==> src/rtl/hazard_fwd_ctrl_pkg.sv <==
// hazard_pkg: shared forwarding-select encodings, stall FSM states and default widths
package hazard_pkg;
  localparam int REG_AW_DEF = 4;
  typedef enum logic [1:0] {FWD_RF = 2'b00, FWD_EXMEM = 2'b10, FWD_MEMWB = 2'b01} fwd_sel_t;
  typedef enum logic {IDLE, STALL} state_t;
endpackage

==> src/rtl/hazard_fwd_ctrl_if.sv <==
// hazard_fwd_ctrl_if: pipeline-register taps in, forwarding selects and stall controls out
//   master: the pipeline (drives ID/EX/MEM/WB fields, mem_busy, flush)
//   slave:  the hazard controller (drives fwd_a/fwd_b/fwd_mem, stalls, freeze, stall_cnt)
interface hazard_fwd_ctrl_if import hazard_pkg::*; #(parameter int REG_AW = REG_AW_DEF, parameter int CNT_W = 16) ();
  logic [REG_AW-1:0] if_id_rs, if_id_rt, id_ex_rs, id_ex_rt, id_ex_rd, ex_mem_rd, mem_wb_rd;
  logic if_id_rs_used, if_id_rt_used, if_id_is_store, id_ex_memread;
  logic ex_mem_regwrite, ex_mem_memwrite, mem_wb_regwrite, mem_busy, flush;
  fwd_sel_t fwd_a, fwd_b;
  logic fwd_mem, stall_pc, stall_if_id, bubble_id_ex, freeze;
  logic [CNT_W-1:0] stall_cnt;
  modport master (
    output if_id_rs, if_id_rt, if_id_rs_used, if_id_rt_used, if_id_is_store,
           id_ex_rs, id_ex_rt, id_ex_rd, id_ex_memread,
           ex_mem_rd, ex_mem_regwrite, ex_mem_memwrite, mem_wb_rd, mem_wb_regwrite, mem_busy, flush,
    input  fwd_a, fwd_b, fwd_mem, stall_pc, stall_if_id, bubble_id_ex, freeze, stall_cnt
  );
  modport slave (
    input  if_id_rs, if_id_rt, if_id_rs_used, if_id_rt_used, if_id_is_store,
           id_ex_rs, id_ex_rt, id_ex_rd, id_ex_memread,
           ex_mem_rd, ex_mem_regwrite, ex_mem_memwrite, mem_wb_rd, mem_wb_regwrite, mem_busy, flush,
    output fwd_a, fwd_b, fwd_mem, stall_pc, stall_if_id, bubble_id_ex, freeze, stall_cnt
  );
endinterface

==> src/rtl/hazard_fwd_ctrl_fwd_sel.sv <==
// fwd_sel: per-operand forwarding priority selector, EX/MEM over MEM/WB, register 0 never forwarded
//   src: EX source address; ex_mem_*/mem_wb_*: producer taps; sel: operand mux select
module fwd_sel import hazard_pkg::*; #(parameter int REG_AW = REG_AW_DEF) (
  input  logic [REG_AW-1:0] src,
  input  logic [REG_AW-1:0] ex_mem_rd,
  input  logic [REG_AW-1:0] mem_wb_rd,
  input  logic              ex_mem_regwrite,
  input  logic              mem_wb_regwrite,
  output fwd_sel_t          sel
);
  always_comb
    sel = (ex_mem_regwrite && ex_mem_rd != '0 && ex_mem_rd == src) ? FWD_EXMEM :
          (mem_wb_regwrite && mem_wb_rd != '0 && mem_wb_rd == src) ? FWD_MEMWB : FWD_RF;
endmodule

==> src/rtl/hazard_fwd_ctrl.sv <==
// hazard_fwd_ctrl: operand forwarding selects plus multi-cycle load-use stall FSM with freeze and flush
//   clk, rst_n (async active-low); bus: hazard_fwd_ctrl_if.slave
//   optional HAZARD_PERF_CNT_EN: saturating stall_cnt of stall/freeze cycles, else tied to 0
module hazard_fwd_ctrl import hazard_pkg::*; #(
  parameter int REG_AW       = REG_AW_DEF,
  parameter int LU_STALL_CYC = 1,
  parameter int CNT_W        = 16
) (
  input logic clk,
  input logic rst_n,
  hazard_fwd_ctrl_if.slave bus
);
  localparam logic [3:0] LU_M1 = 4'(LU_STALL_CYC - 1);
  state_t state, state_nxt;
  logic [3:0] rem, rem_nxt;
  logic hz, stall;
  fwd_sel #(.REG_AW(REG_AW)) u_fwd_a (.src(bus.id_ex_rs), .ex_mem_rd(bus.ex_mem_rd), .mem_wb_rd(bus.mem_wb_rd),
    .ex_mem_regwrite(bus.ex_mem_regwrite), .mem_wb_regwrite(bus.mem_wb_regwrite), .sel(bus.fwd_a));
  fwd_sel #(.REG_AW(REG_AW)) u_fwd_b (.src(bus.id_ex_rt), .ex_mem_rd(bus.ex_mem_rd), .mem_wb_rd(bus.mem_wb_rd),
    .ex_mem_regwrite(bus.ex_mem_regwrite), .mem_wb_regwrite(bus.mem_wb_regwrite), .sel(bus.fwd_b));
  assign bus.fwd_mem = bus.ex_mem_memwrite && bus.mem_wb_regwrite && bus.mem_wb_rd != '0 && bus.mem_wb_rd == bus.ex_mem_rd;
  // store data (rt) of a store is covered by MEM->MEM forwarding, so only its address operand stalls
  assign hz = bus.id_ex_memread && bus.id_ex_rd != '0 &&
              ((bus.if_id_rs_used && bus.if_id_rs == bus.id_ex_rd) ||
               (bus.if_id_rt_used && bus.if_id_rt == bus.id_ex_rd && !bus.if_id_is_store));
  always_comb begin
    stall = rst_n && !bus.mem_busy && !bus.flush && (state == STALL || hz);
    state_nxt = state;
    rem_nxt = rem;
    if (!bus.mem_busy) begin
      if (bus.flush) begin
        state_nxt = IDLE;
        rem_nxt = '0;
      end else if (state == STALL) begin
        rem_nxt = rem - 4'd1;
        state_nxt = (rem == 4'd1) ? IDLE : STALL;
      end else if (hz && LU_STALL_CYC > 1) begin
        state_nxt = STALL;
        rem_nxt = LU_M1;
      end
    end
  end
  always_ff @(posedge clk or negedge rst_n)
    if (!rst_n) begin
      state <= IDLE;
      rem <= '0;
    end else begin
      state <= state_nxt;
      rem <= rem_nxt;
    end
  assign bus.stall_pc = stall;
  assign bus.stall_if_id = stall;
  assign bus.bubble_id_ex = stall;
  assign bus.freeze = bus.mem_busy;
`ifdef HAZARD_PERF_CNT_EN
  logic [CNT_W-1:0] cnt;
  always_ff @(posedge clk or negedge rst_n)
    if (!rst_n) cnt <= '0;
    else if ((stall || bus.mem_busy) && !(&cnt)) cnt <= cnt + 1'b1;
  assign bus.stall_cnt = cnt;
`else
  assign bus.stall_cnt = {CNT_W{1'b0}};
`endif
endmodule
==> src/flat_wrapper.sv <==
// flat-port wrapper written by rule: the top's interface ports become plain ports
module hazard_fwd_ctrl_flat import hazard_pkg::*;
#(
  parameter int REG_AW       = REG_AW_DEF,
  parameter int LU_STALL_CYC = 1,
  parameter int CNT_W        = 16
)
  (clk, rst_n, bus_if_id_rs, bus_if_id_rt, bus_if_id_rs_used, bus_if_id_rt_used, bus_if_id_is_store, bus_id_ex_rs, bus_id_ex_rt, bus_id_ex_rd, bus_id_ex_memread, bus_ex_mem_rd, bus_ex_mem_regwrite, bus_ex_mem_memwrite, bus_mem_wb_rd, bus_mem_wb_regwrite, bus_mem_busy, bus_flush, bus_fwd_a, bus_fwd_b, bus_fwd_mem, bus_stall_pc, bus_stall_if_id, bus_bubble_id_ex, bus_freeze, bus_stall_cnt);
  hazard_fwd_ctrl_if #(.REG_AW(REG_AW), .CNT_W(CNT_W)) bus_i ();
  input logic clk;
  input logic rst_n;
  input wire logic [$bits(bus_i.if_id_rs)-1:0] bus_if_id_rs;
  input wire logic [$bits(bus_i.if_id_rt)-1:0] bus_if_id_rt;
  input wire logic [$bits(bus_i.if_id_rs_used)-1:0] bus_if_id_rs_used;
  input wire logic [$bits(bus_i.if_id_rt_used)-1:0] bus_if_id_rt_used;
  input wire logic [$bits(bus_i.if_id_is_store)-1:0] bus_if_id_is_store;
  input wire logic [$bits(bus_i.id_ex_rs)-1:0] bus_id_ex_rs;
  input wire logic [$bits(bus_i.id_ex_rt)-1:0] bus_id_ex_rt;
  input wire logic [$bits(bus_i.id_ex_rd)-1:0] bus_id_ex_rd;
  input wire logic [$bits(bus_i.id_ex_memread)-1:0] bus_id_ex_memread;
  input wire logic [$bits(bus_i.ex_mem_rd)-1:0] bus_ex_mem_rd;
  input wire logic [$bits(bus_i.ex_mem_regwrite)-1:0] bus_ex_mem_regwrite;
  input wire logic [$bits(bus_i.ex_mem_memwrite)-1:0] bus_ex_mem_memwrite;
  input wire logic [$bits(bus_i.mem_wb_rd)-1:0] bus_mem_wb_rd;
  input wire logic [$bits(bus_i.mem_wb_regwrite)-1:0] bus_mem_wb_regwrite;
  input wire logic [$bits(bus_i.mem_busy)-1:0] bus_mem_busy;
  input wire logic [$bits(bus_i.flush)-1:0] bus_flush;
  output wire logic [$bits(bus_i.fwd_a)-1:0] bus_fwd_a;
  output wire logic [$bits(bus_i.fwd_b)-1:0] bus_fwd_b;
  output wire logic [$bits(bus_i.fwd_mem)-1:0] bus_fwd_mem;
  output wire logic [$bits(bus_i.stall_pc)-1:0] bus_stall_pc;
  output wire logic [$bits(bus_i.stall_if_id)-1:0] bus_stall_if_id;
  output wire logic [$bits(bus_i.bubble_id_ex)-1:0] bus_bubble_id_ex;
  output wire logic [$bits(bus_i.freeze)-1:0] bus_freeze;
  output wire logic [$bits(bus_i.stall_cnt)-1:0] bus_stall_cnt;
  assign bus_i.if_id_rs = bus_if_id_rs;
  assign bus_i.if_id_rt = bus_if_id_rt;
  assign bus_i.if_id_rs_used = bus_if_id_rs_used;
  assign bus_i.if_id_rt_used = bus_if_id_rt_used;
  assign bus_i.if_id_is_store = bus_if_id_is_store;
  assign bus_i.id_ex_rs = bus_id_ex_rs;
  assign bus_i.id_ex_rt = bus_id_ex_rt;
  assign bus_i.id_ex_rd = bus_id_ex_rd;
  assign bus_i.id_ex_memread = bus_id_ex_memread;
  assign bus_i.ex_mem_rd = bus_ex_mem_rd;
  assign bus_i.ex_mem_regwrite = bus_ex_mem_regwrite;
  assign bus_i.ex_mem_memwrite = bus_ex_mem_memwrite;
  assign bus_i.mem_wb_rd = bus_mem_wb_rd;
  assign bus_i.mem_wb_regwrite = bus_mem_wb_regwrite;
  assign bus_i.mem_busy = bus_mem_busy;
  assign bus_i.flush = bus_flush;
  assign bus_fwd_a = bus_i.fwd_a;
  assign bus_fwd_b = bus_i.fwd_b;
  assign bus_fwd_mem = bus_i.fwd_mem;
  assign bus_stall_pc = bus_i.stall_pc;
  assign bus_stall_if_id = bus_i.stall_if_id;
  assign bus_bubble_id_ex = bus_i.bubble_id_ex;
  assign bus_freeze = bus_i.freeze;
  assign bus_stall_cnt = bus_i.stall_cnt;
  hazard_fwd_ctrl #(.REG_AW(REG_AW), .LU_STALL_CYC(LU_STALL_CYC), .CNT_W(CNT_W)) u_core (.clk(clk), .rst_n(rst_n), .bus(bus_i));
endmodule
==> config.mk <==
export PLATFORM = sky130hd
export DESIGN_NAME = hazard_fwd_ctrl_flat
export DESIGN_NICKNAME = d
export VERILOG_FILES = /design/src/rtl/hazard_fwd_ctrl_pkg.sv /design/src/rtl/hazard_fwd_ctrl_if.sv /design/src/rtl/hazard_fwd_ctrl_fwd_sel.sv /design/src/rtl/hazard_fwd_ctrl.sv /design/src/flat_wrapper.sv
export SDC_FILE = /design/constraint.sdc
export NUM_CORES = 1
export LEC_CHECK = 0
export BUFFER_PORTS_ARGS = -buffer_cell sky130_fd_sc_hd__clkbuf_2
export CORE_ASPECT_RATIO = 0.75
export CORE_UTILIZATION = 39
export DETAILED_ROUTE_END_ITERATION = 8
export PLACE_DENSITY = 0.8
export SLEW_MARGIN = 20
export SYNTH_ARGS = -nofsm -noshare
export SYNTH_HDL_FRONTEND = slang
export SYNTH_SLANG_ARGS = --single-unit
export TNS_END_PERCENT = 10
==> constraint.sdc <==
create_clock -name clk -period 1.8 [get_ports clk]
set_clock_uncertainty 0.1 [all_clocks]
set_input_delay 0.18 -clock clk [delete_from_list [all_inputs] [get_ports clk]]
set_output_delay 0.18 -clock clk [all_outputs]
set_load 0.02 [all_outputs]
---- Word level (Yosys, flattened, before mapping) ----
Cells that the tools add are included.
word-level totals
  flip-flop bits (word level) ............. 5
  input port bits ......................... 39
  word-level logic and storage cells ...... 48
operators by class
  $add $sub $neg .......................... 1
  equal/unequal tests ..................... 8
  muxes and demuxes ....................... 9
  bitwise operators ....................... 1
  reductions and logical operators ........ 27
operators by type and width
  operator                                              number
  equality test 4 bit                                   7
  logical AND 1 bit                                     17
  nonzero test 4 bit                                    3
  2-to-1 mux 4 bit                                      2
  2-to-1 mux 1 bit                                      5
  equality test 4 x 1 -> 1 bit (second input constant)  1
  2-to-1 mux 2 bit                                      2
  subtractor 4 x 1 -> 4 bit (second input constant)     1
  zero test 1 bit                                       3
  logical OR 1 bit                                      2
  AND reduction 2 bit                                   1
  nonzero test 2 bit                                    1
  inverter 1 bit                                        1

---- Logic depth before layout (Yosys ltp) ----
Gate-level depths: netlist (run 1).
  depth in word-level cells ............... 7
  mapped depth ............................ 6
  gate-level depth less buffers ........... 6

---- Cells and area by module ----
From an unflattened synthesis (run 1), not the netlist that was laid out.
unflattened totals
  cell total of the unflattened synthesis .. 111
  area total of the unflattened synthesis .. 862.1 um2
modules (own cells, without submodules)
  module           times used  cells an instance  area an instance (um2)
  hazard_fwd_ctrl  1           77                 606.8
  fwd_sel          2           17                 127.6

---- Worst setup path before layout (run 1) ----
Ideal clock, no wire load.
  path type ............................... input port to output port
  start point ............................. input bus_id_ex_rd[1]
  end point ............................... output bus_stall_if_id
  data arrival time ....................... 1.447 ns
  required time ........................... 1.520 ns
  path slack .............................. 0.073 ns
  stages on the path ...................... 5
  path buffers ............................ 1
  path through ............................ xor2_1 or4b_1 nor4_2 o311a_1 buf_4
between the ends
  longest elaborated chain between the ends .. 7
  elaborated cells between the ends (all ways) .. 11
  those cells by class .................... eq/ne: 2; reduce/logical: 9
ends and longest elaborated chain
  what                            line                   source
  from (decl)                     flat_wrapper.sv:19     input wire logic [$bits(bus_i.id_ex_rd)-1:0] bus_id_ex_rd;
  equality test 4 bit             hazard_fwd_ctrl.sv:25  (bus.if_id_rt_used && bus.if_id_rt == bus.id_ex_rd && !bus.if_id_is_store));
  logical AND 1 bit (2 in a row)  hazard_fwd_ctrl.sv:25
  logical OR 1 bit                hazard_fwd_ctrl.sv:24  ((bus.if_id_rs_used && bus.if_id_rs == bus.id_ex_rd) ||
  logical AND 1 bit *             hazard_fwd_ctrl.sv:23  assign hz = bus.id_ex_memread && bus.id_ex_rd != '0 &&
  logical OR 1 bit *              hazard_fwd_ctrl.sv:27  stall = rst_n && !bus.mem_busy && !bus.flush && (state == STALL || hz);
  logical AND 1 bit *             hazard_fwd_ctrl.sv:27
  to (decl)                       flat_wrapper.sv:32     output wire logic [$bits(bus_i.stall_if_id)-1:0] bus_stall_if_id;
Every way passes the cells marked *; elsewhere a longest branch is shown, timed or not.

---- Worst setup path in the final report (run 1) ----
  start point ............................. input bus_id_ex_rd[1]
  end point ............................... output bus_stall_pc
between the ends
  longest elaborated chain between the ends .. 7
  elaborated cells between the ends (all ways) .. 11
  those cells by class .................... eq/ne: 2; reduce/logical: 9
ends and longest elaborated chain
  what                            line                   source
  equality test 4 bit             hazard_fwd_ctrl.sv:25
  logical AND 1 bit (2 in a row)  hazard_fwd_ctrl.sv:25
  logical OR 1 bit                hazard_fwd_ctrl.sv:24
  logical AND 1 bit *             hazard_fwd_ctrl.sv:23
  logical OR 1 bit *              hazard_fwd_ctrl.sv:27
  logical AND 1 bit *             hazard_fwd_ctrl.sv:27
  to (decl)                       flat_wrapper.sv:31     output wire logic [$bits(bus_i.stall_pc)-1:0] bus_stall_pc;
Marks and branches as above.

==> impl_metrics.env, run 1 <==
export IMPL_nets=192
export IMPL_worst_skew_pair_late_latency_ps=250
export IMPL_grt_usage_pct=20.05
export IMPL_synth_edf_count=0
export IMPL_holdCritPathClass="input pin to flop"
export IMPL_period_share_pct=99.45
export IMPL_tritoncts="yes"
export IMPL_synth_xor_area_share_pct=30.82
export IMPL_power_frac_comb_pct=43.9
export IMPL_synth_top_area_cell="xnor2_1"
export IMPL_hold_viol_final=0
export IMPL_drt_first_pass_iters=4
export IMPL_ff2ff_setup_slack_ps=490
export IMPL_wl_per_cell_um=12.38
export IMPL_fill_cells=171
export IMPL_synth_top_area_share_pct=23.11
export IMPL_arrival_ps=1510
export IMPL_drt_iter0_drc=15
export IMPL_ys_flop_type="dfrtp_1"
export IMPL_multi_input_area_sq_um=573.1
export IMPL_yosys_warnings=0
export IMPL_root_buffer="clkbuf_4"
export IMPL_slew_headroom_pct=66.90
export IMPL_grt_pass1_vias=682
export IMPL_io_pins=64
export IMPL_path_class="input pin to output port"
export IMPL_peakVddDrop_mv=0.3015
export IMPL_synth_compound_area_share_pct=10.22
export IMPL_worstHoldEndpoint="u_core.rem[0]"
export IMPL_routed_wl_um=2130
export IMPL_route_vias_total=843
export IMPL_min_delay_start="bus_flush"
export IMPL_die_y_um=41.12
export IMPL_avgViaCountPerCell=4.901
export IMPL_yosys_top_cells_count="xnor2_1 (21), buf_4 (19), nor2_1 (7), xor2_1 (7)"
export IMPL_grt_overflow_total=0
export IMPL_required_ps=1520
export IMPL_drv_slew=0
export IMPL_max_clock_path_buffers=2
export IMPL_tightest_slew_ps=490.1
export IMPL_max_freq_mhz=558.6
export IMPL_htreeDepth=1
export IMPL_p_seq_share_pct=26.5
export IMPL_syn_area_sq_um=795.8
export IMPL_min_path_cells=2
export IMPL_grt_pass1_wl_um=3036
export IMPL_drc=0
export IMPL_p_int_w=0.0002872
export IMPL_synthSimpleGateAreaFrac_pct=17.77
export IMPL_fin_util_pct=57.07
export IMPL_swShare_pct=37.30
export IMPL_power_frac_clock_pct=29.7
export IMPL_place_ws_ps=-29.52
export IMPL_cts_sinks=5
export IMPL_finalPower_w=0.0004581
export IMPL_power_density_nw_per_um2=440.6
export IMPL_cts_clk_slew_worst_paths_ps=40
export IMPL_antenna_cells=0
export IMPL_setup_tns_ps=0
export IMPL_dpl_hpwl_um=1819
export IMPL_finalWorstSetupSlack_ps=9.857
export IMPL_r2r_cells=4
export IMPL_gp_congestion=0.8507
export IMPL_synth_adder_area_share_pct=3.145
export IMPL_period_minus_slack_ps=1790
export IMPL_p_switching_w=0.0001709
export IMPL_synthMuxAreaShare_pct=2.516
export IMPL_seq_area_sq_um=125.1
export IMPL_synth_seq_area_share_pct=15.72
export IMPL_syn_avg_cell_area_sq_um=8.038
export IMPL_synth_distinct_cells=25
export IMPL_maxCapViolCount=0
export IMPL_synth_top_family_by_area="XOR/XNOR gates"
export IMPL_status="finished clean"
export IMPL_postSynth_asyncResetShare_pct=100.0
export IMPL_drive_above_1_share_pct=36.67
export IMPL_p_leak_nw=0.5147
export IMPL_worstSetupStartpointType="input pin"
export IMPL_die_w_um=54.16
export IMPL_worst_setup_path_end_kind="output port"
export IMPL_setup_viol=0
export IMPL_dieArea_sq_um=2227
export IMPL_r2r_end="u_core.rem[3]"
export IMPL_initial_core_util_pct=43.68
export IMPL_cp_max_fo=3
export IMPL_io_buffers=47
export IMPL_synthTopCellsByArea="xnor2_1 (23%), buf_4 (18%), dfrtp_1 (16%), xor2_1 (7.7%), nor2_1 (3.3%)"
export IMPL_grt_max_degree=12
export IMPL_syn_inst=99
export IMPL_synth_most_common_cell="xnor2_1"
export IMPL_core_area_sq_um=1822
export IMPL_ant_nets=0
export IMPL_syn2layout_area_growth_pct=30.66
export IMPL_rows=13
export IMPL_hold_ws_ps=119.9
export IMPL_cts_buffers=3
export IMPL_rsz0062_at_grt="true"
export IMPL_antenna_found_initial=0
export IMPL_ys_ff_latch=5
export IMPL_r2r_start="u_core.state"
==> registers in the layout, indices dropped and copies added, names as in the netlist <==
signal / flops
u_core.state: 1
u_core.rem: 4
==> worst max-delay path by stage <==
stage,depth (start not counted),endpoint,from
floorplan,5,bus_stall_if_id,bus_id_ex_rd[1]
CTS,6,bus_stall_pc,bus_id_ex_rd[1]
global placement,6,bus_stall_if_id,bus_id_ex_rd[1]
global route,6,bus_stall_pc,bus_id_ex_rd[1]
finish,6,bus_stall_pc,bus_id_ex_rd[1]
detailed placement,6,bus_stall_pc,bus_id_ex_rd[1]
==> routing by layer <==
layer  vias up  part of all wire, %  track usage, %
met5         -                    0               0
met2        44                   50           34.45
met4         0                    0           1.923
li1        414                    -               -
met3         0                  6.7           6.667
met1       385                   44           25.32
==> critical path, cell delays in order <==
cell,delay [ps]
clkbuf_2,110
xor2_1,150
or4b_1,500
nor4_2,170
o311a_1,220
clkbuf_4,180
==> per-stage QoR <==
step                      area [sq um]  std cells
final                             1040        172
after global routing              1040        172
after CTS                         1040        172
after detailed placement         998.5        167
after global placement           998.5        167
after floorplan                  852.1        114
==> kinds of logic (layout without fill, tap and decap cells) <==
family                     Yosys count  count (layout)
muxes                                2               2
and+or+nand+nor                     27              27
other                                1              16
AOI/OAI and AO/OA                   12              12
xor gates and xnor gates            28              28
buffers and inverters               22              58
DFF                                  5               5
adders and majority gates            2               2
==> placed cells by master (no fill, tap or decap) <==
master	synthesis	routed
a21oi_1	2	2
and3_1	1	1
buf_2	0	1
buf_4	19	4
clkbuf_1	1	1
clkbuf_2	0	44
clkbuf_4	0	5
conb_1	1	16
dfrtp_1	5	5
dlygate4sd3_1	0	1
ha_1	2	2
inv_1	2	2
mux2i_1	2	2
nand2_1	5	5
nand2b_1	1	1
nand3_1	1	1
nand4_1	4	4
nor2_1	7	7
nor3_1	5	5
nor4_1	1	1
nor4_2	1	1
o21a_1	1	1
o21ai_0	4	4
o311a_1	1	1
o31ai_1	1	1
o41ai_1	3	3
or4b_1	1	1
xnor2_1	21	21
xor2_1	7	7
==> power groups by stage <==
stage	Sequential (W)	Combinational (W)	Clock, W
4_1_cts	0.000121	0.000200	0.000138
3_3_place_gp	0.000123	0.000190	0
5_1_grt	0.000122	0.000221	0.000145
6_report	0.000121	0.000201	0.000136
3_5_place_dp	0.000123	0.000197	0
2_1_floorplan	0.000122	0.000137	0
==> layout make-up <==
class | instances | area share, %
well taps | 22 | 2.647
clock buffers | 4 | 2.527
flip-flops and latches | 5 | 12.03
multi-input cells | 87 | 55.11
repair buffers | 52 | 26.96
inverters | 2 | 0.7220
==> what timing repair did <==
| item | in CTS | in global routing |
|---|---|---|
| endpoints found under the hold margin | 5 | 0 |
| pin swaps | 1 | 0 |
| hold buffers | 1 | 0 |
| gates resized for setup | 2 | 1 |
| setup endpoints to repair | 3 | 3 |
| buffers inserted | 0 | 0 |
Note: power is estimated with default switching activity, not from simulation.
==> run 2, diff against run 1 <==
==> constraint.sdc (replaced) <==
create_clock -name clk -period 1.8 [get_ports clk]
set_clock_uncertainty 0.1 [all_clocks]
set_input_delay 0.09 -clock clk [delete_from_list [all_inputs] [get_ports clk]]
set_output_delay 0.09 -clock clk [all_outputs]
set_load 0.02 [all_outputs]
==> impl_metrics.env, run 2 (synthesis gave the netlist of run 1 again) <==
export IMPL_drv_slew=0
export IMPL_mostFrequentLayoutCells="clkbuf_2 (47), xnor2_1 (21), conb_1 (16)"
export IMPL_hold_viol_final=0
export IMPL_antenna_found_initial=0
export IMPL_grt_max_degree=12
export IMPL_tightest_slew_ps=483.8
export IMPL_dpl_hpwl_um=1703
export IMPL_cts_buffers=3
export IMPL_io_pins=64
export IMPL_p_leak_nw=0.4989
export IMPL_worst_skew_pair_late_latency_ps=250
export IMPL_startpoint="bus_id_ex_rd[1]"
export IMPL_grt_pass1_wl_um=2787
export IMPL_rsz0062_at_grt="false"
export IMPL_arrival_ps=1420
export IMPL_fin_area_sq_um=1012
export IMPL_worstSetupStartpointType="input pin"
export IMPL_io_buffers=47
export IMPL_ant_nets=0
export IMPL_largest_register_ffs=4
export IMPL_status="finished clean"
export IMPL_wl_per_cell_um=11.52
export IMPL_required_ps=1610
export IMPL_drt_first_pass_iters=4
export IMPL_postCtsHoldBufs=1
export IMPL_route_vias_total=790
export IMPL_final_common_cell="clkbuf_2"
export IMPL_cp_max_fo=3
export IMPL_worst_setup_path_end_kind="output port"
export IMPL_reg_top3="u_core.rem (4), u_core.state (1)"
export IMPL_nets=189
export IMPL_max_clock_path_buffers=2
export IMPL_setup_tns_ps=0
export IMPL_peakVddDrop_mv=0.4326
export IMPL_syn2layout_area_growth_pct=27.20
export IMPL_tritoncts="yes"
export IMPL_cts_sinks=5
export IMPL_post_cts_setup_buffers=0
export IMPL_die_y_um=41.12
export IMPL_antenna_cells=0
export IMPL_initial_core_util_pct=43.68
export IMPL_core_area_sq_um=1822
export IMPL_rows=13
export IMPL_drive_above_1_share_pct=35.37
export IMPL_period_share_pct=89.56
export IMPL_min_delay_start="bus_flush"
export IMPL_grt_overflow_total=0
export IMPL_gp_congestion=0.8027
export IMPL_cts_clk_slew_worst_paths_ps=40
export IMPL_fill_cells=168
export IMPL_routed_wl_um=1947
export IMPL_slew_headroom_pct=67.32
export IMPL_holdCritPathClass="input pin to flop"
export IMPL_root_buffer="clkbuf_4"
export IMPL_ctsResizeCount=0
export IMPL_avgViaCountPerCell=4.675
export IMPL_drc=0
export IMPL_grt_usage_pct=18.77
export IMPL_setup_viol=0
export IMPL_dieArea_sq_um=2227
export IMPL_die_w_um=54.16
export IMPL_path_class="input pin to output port"
export IMPL_drt_iter0_drc=9
export IMPL_r2r_start="u_core.rem[0]"
export IMPL_placed_area_sq_um=975.9
export IMPL_grt_pass1_vias=618
export IMPL_htreeDepth=1
export IMPL_period_minus_slack_ps=1612
export IMPL_max_freq_mhz=620.3
export IMPL_power_density_nw_per_um2=440.9
export IMPL_regMostFlops="u_core.rem"
export IMPL_maxCapViolCount=0
[run 2: layout make-up]
class                   count  area [sq um]  area share (%)
clock buffers               4         26.28           2.596
inverters                   2         7.507          0.7417
multi-input cells          87         573.1           56.61
flip-flops and latches      5         125.1           12.36
well taps                  22         27.53           2.719
repair buffers             49         252.7           24.97
[run 2: power breakdown]
part / internal [W] / switching [W]
sequential: 0.000117 / 0.00000473
clock: 0.0000839 / 0.0000476
combinational: 0.0000824 / 0.000111
total: 0.000283 / 0.000163
[run 2: worst paths after layout]
path,slack [ps],endpoint,cells past startpoint
worst min register to register,450,u_core.rem[3],2
worst min-delay path,30,u_core.rem[0],2
worst max-delay path,190,bus_stall_if_id,6
max in group asynchronous,1340,u_core.rem[3],2
worst max register to register,510,u_core.rem[3],4
min in group asynchronous,100,u_core.rem[0],2
[run 2: per-stage QoR]
step                      power (W)  setup slack [ps]  instances  hold WS (ps)  utilization (%)
after global placement    0.0003076             211.5        164        -177.3            53.57
after global routing      0.0004794             34.74        169         41.15            55.56
after CTS                 0.0004510             174.6        169         15.30            55.56
after detailed placement  0.0003134             175.9        164        -179.0            53.57
after floorplan           0.0002586             253.3        114        -305.6                -
final                     0.0004463             187.9        169         28.34            55.56
[run 2: per-layer routing]
layer	global-route usage [%]	routed length [um]	part of all wire (%)	up-vias
met5	0	0	0	-
li1	-	-	-	404
met2	27.13	931	48	27
met3	5.556	98	5.0	2
met1	25.32	901	46	357
met4	8.974	16	0.82	0
[run 2: critical path, stage by stage]
cell      delay [ps]
clkbuf_2         110
o41ai_1          460
or4b_1           200
nor4_2            40
o311a_1          360
clkbuf_2         160
==> run 3, diff against run 2 <==
--- a/config.mk
+++ b/config.mk
@@ -5,9 +5,10 @@
 export SDC_FILE = /design/constraint.sdc
 export NUM_CORES = 1
 export LEC_CHECK = 0
+export ABC_AREA = 1
 export BUFFER_PORTS_ARGS = -buffer_cell sky130_fd_sc_hd__clkbuf_2
 export CORE_ASPECT_RATIO = 0.75
-export CORE_UTILIZATION = 39
+export CORE_UTILIZATION = 41
 export DETAILED_ROUTE_END_ITERATION = 8
 export PLACE_DENSITY = 0.8
 export SLEW_MARGIN = 20
==> impl_metrics.env, run 3 <==
export IMPL_grt_overflow_total=0
export IMPL_maxCapViolCount=0
export IMPL_yosys_warnings=0
export IMPL_swShare_pct=39.27
export IMPL_grt_max_degree=7
export IMPL_final_common_cell="clkbuf_2"
export IMPL_root_buffer="clkbuf_4"
export IMPL_largest_register_ffs=4
export IMPL_antenna_cells=0
export IMPL_p_leak_nw=0.6328
export IMPL_startpoint="bus_flush"
export IMPL_worstSetupStartpointType="input pin"
export IMPL_critPathMaxStageDelay_ps=550
export IMPL_grt_pass1_wl_um=3477
export IMPL_cts_buffers=3
export IMPL_wl_per_cell_um=9.230
export IMPL_gp_congestion=0.8642
export IMPL_hold_viol_final=0
export IMPL_setup_viol=0
export IMPL_regMostFlops="u_core.rem"
export IMPL_crit_buf_inv=4
export IMPL_finalWorstSetupSlack_ps=280.2
export IMPL_postSynth_asyncResetShare_pct=100.0
export IMPL_htreeDepth=1
export IMPL_power_frac_comb_pct=47.3
export IMPL_r2r_end="u_core.rem[3]"
export IMPL_power_frac_clock_pct=26.0
export IMPL_grt_usage_pct=17.85
export IMPL_arrival_ps=1330
export IMPL_r2r_start="u_core.state"
export IMPL_syn_avg_cell_area_sq_um=6.408
export IMPL_ys_flop_type="dfrtp_1"
export IMPL_ys_ff_latch=5
export IMPL_worst_skew_pair_late_latency_ps=240
export IMPL_routed_wl_um=1966
export IMPL_ff2ff_setup_slack_ps=640
export IMPL_peakVddDrop_mv=0.3674
export IMPL_cts_sinks=5
export IMPL_tritoncts="yes"
export IMPL_syn_area_sq_um=897.1
export IMPL_cp_max_fo=4
export IMPL_power_density_nw_per_um2=454.2
export IMPL_cp_cell_sequence="dlygate4sd3_1 -> clkbuf_2 -> inv_1 -> nand3_1 -> a21oi_2 -> clkbuf_2"
export IMPL_r2r_cells=3
export IMPL_max_clock_path_buffers=2
export IMPL_dpl_hpwl_um=1673
export IMPL_mostFrequentLayoutCells="clkbuf_2 (47), nand2_1 (26), conb_1 (16)"
export IMPL_io_pins=64
export IMPL_crit_family="buffers and inverters"
export IMPL_path_class="input pin to output port"
export IMPL_dieArea_sq_um=2381
export IMPL_die_y_um=42.51
export IMPL_hold_ws_ps=40.73
export IMPL_initial_core_util_pct=44.15
export IMPL_synth_seq_area_share_pct=13.95
export IMPL_cts_clk_slew_worst_paths_ps=50
export IMPL_fill_cells=215
export IMPL_drt_first_pass_iters=5
export IMPL_io_buffers=47
export IMPL_synth_top_area_cell="buf_4"
export IMPL_setup_tns_ps=0
export IMPL_max_freq_mhz=658.0
export IMPL_p_seq_share_pct=26.7
export IMPL_required_ps=1610
export IMPL_die_w_um=56.02
export IMPL_drc=0
export IMPL_reg_top3="u_core.rem (4), u_core.state (1)"
export IMPL_avgViaCountPerCell=4.507
export IMPL_seq_area_sq_um=125.1
export IMPL_synth_edf_count=0
export IMPL_period_share_pct=84.44
export IMPL_status="finished clean"
export IMPL_grt_pass1_vias=867
export IMPL_slowest_stage="dlygate4sd3_1"
export IMPL_synth_most_common_cell="nand2_1"
export IMPL_core_area_sq_um=2032
export IMPL_drv_slew=0
export IMPL_ant_nets=0
export IMPL_multi_input_area_sq_um=606.8
export IMPL_syn_inst=140
export IMPL_post_cts_setup_buffers=0
export IMPL_drive_above_1_share_pct=32.80
export IMPL_cp_depth=6
export IMPL_worst_setup_path_end_kind="output port"
export IMPL_holdCritPathClass="input pin to flop"
export IMPL_synthTopCellsByArea="buf_4 (16%), dfrtp_1 (14%), xnor2_1 (14%), nand2_1 (11%), nand3_1 (6.1%)"
export IMPL_p_int_w=0.0003096
export IMPL_placed_area_sq_um=1076
export IMPL_place_ws_ps=607.7
export IMPL_drt_iter0_drc=37
export IMPL_setup_worst_path_end="bus_stall_if_id"
export IMPL_antenna_found_initial=0
export IMPL_synth_top_area_share_pct=15.90
export IMPL_yosys_top_cells_count="nand2_1 (26), buf_4 (19), inv_1 (14), nor2_1 (14), xnor2_1 (14)"
export IMPL_synth_distinct_cells=25
export IMPL_period_minus_slack_ps=1520
export IMPL_fin_area_sq_um=1122
export IMPL_rsz0062_at_grt="false"
export IMPL_p_switching_w=0.0002002
export IMPL_route_vias_total=960
export IMPL_rows=14
export IMPL_nets=231
export IMPL_crit_top_cell="clkbuf_2"
export IMPL_syn2layout_area_growth_pct=25.11
-- run 3: cell types whose count changed in the layout (fill, tap and decap cells not counted), moves of 3 or more --
| cell | change |
|---|---|
| o41ai_1 | -3 |
| o21ai_0 | -4 |
| inv_2 | +5 |
| xnor2_1 | -7 |
| nor2_1 | +7 |
| nand2_1 | +21 |
| inv_1 | +12 |
| nand3_1 | +10 |
-- run 3: worst register-to-register path: cells and delay by family, from the launching register on --
family,cells,cell delay (ps)
flops,1,400
buf+inv,1,80
compound gates,2,480
-- run 3: power by group through the flow --
stage	Combinational, W	Clock (W)	Sequential (W)
6_report	0.000241	0.000133	0.000136
5_1_grt	0.000271	0.000143	0.000138
4_1_cts	0.000241	0.000137	0.000136
3_5_place_dp	0.000236	0	0.000138
3_3_place_gp	0.000235	0	0.000135
2_1_floorplan	0.000180	0	0.000134
-- run 3: timing repair --
action                     4_1_cts  5_1_grt
hold endpoints to repair         6        0
hold buffers                     2        0
setup endpoints to repair        0        0
resized for setup                0        0
-- run 3: how the worst min path moves through the flow --
| stage | cells after the start | end | slack, ps | startpoint |
|---|---|---|---|---|
| after floorplan | 0 | u_core.rem[0] | -310 | rst_n |
| after global placement | 1 | u_core.state | -180 | rst_n |
| after detailed placement | 1 | u_core.state | -180 | rst_n |
| after CTS | 3 | u_core.state | 40 | bus_mem_busy |
| after global routing | 3 | u_core.state | 70 | bus_mem_busy |
| final | 3 | u_core.state | 40 | bus_mem_busy |
-- run 3: cells by family after synthesis --
| family | count (synthesis) | synth area share, % |
|---|---|---|
| fa+ha+maj | 2 | 2.789 |
| simple gates | 61 | 29.85 |
| flops | 5 | 13.95 |
| xor+xnor | 19 | 18.55 |
| buf+inv | 40 | 24.69 |
| compound gates | 12 | 9.764 |
| other cells | 1 | 0.4180 |
-- run 3: final cells by class --
| cell class | count | area share, % |
|---|---|---|
| inverters | 21 | 7.023 |
| well taps | 24 | 2.676 |
| multi-input cells | 110 | 54.07 |
| flip-flops and latches | 5 | 11.15 |
| repair buffers | 49 | 22.74 |
| clock buffers | 4 | 2.341 |
-- run 3: metal layers --
layer	track usage [%]	part of all wire [%]	routed length [um]
met5	0	0	0
met4	1.463	0.61	12
met3	3.395	8.3	163
met2	30.48	44	861
met1	24.39	47	930
-- run 3: through the flow --
step	cells	utilization, %	power [W]
after global placement	207	52.96	0.0003699
after global routing	213	55.23	0.0005516
final	213	55.23	0.0005098
after detailed placement	207	52.96	0.0003739
after floorplan	155	-	0.0003144
after CTS	213	55.23	0.0005136
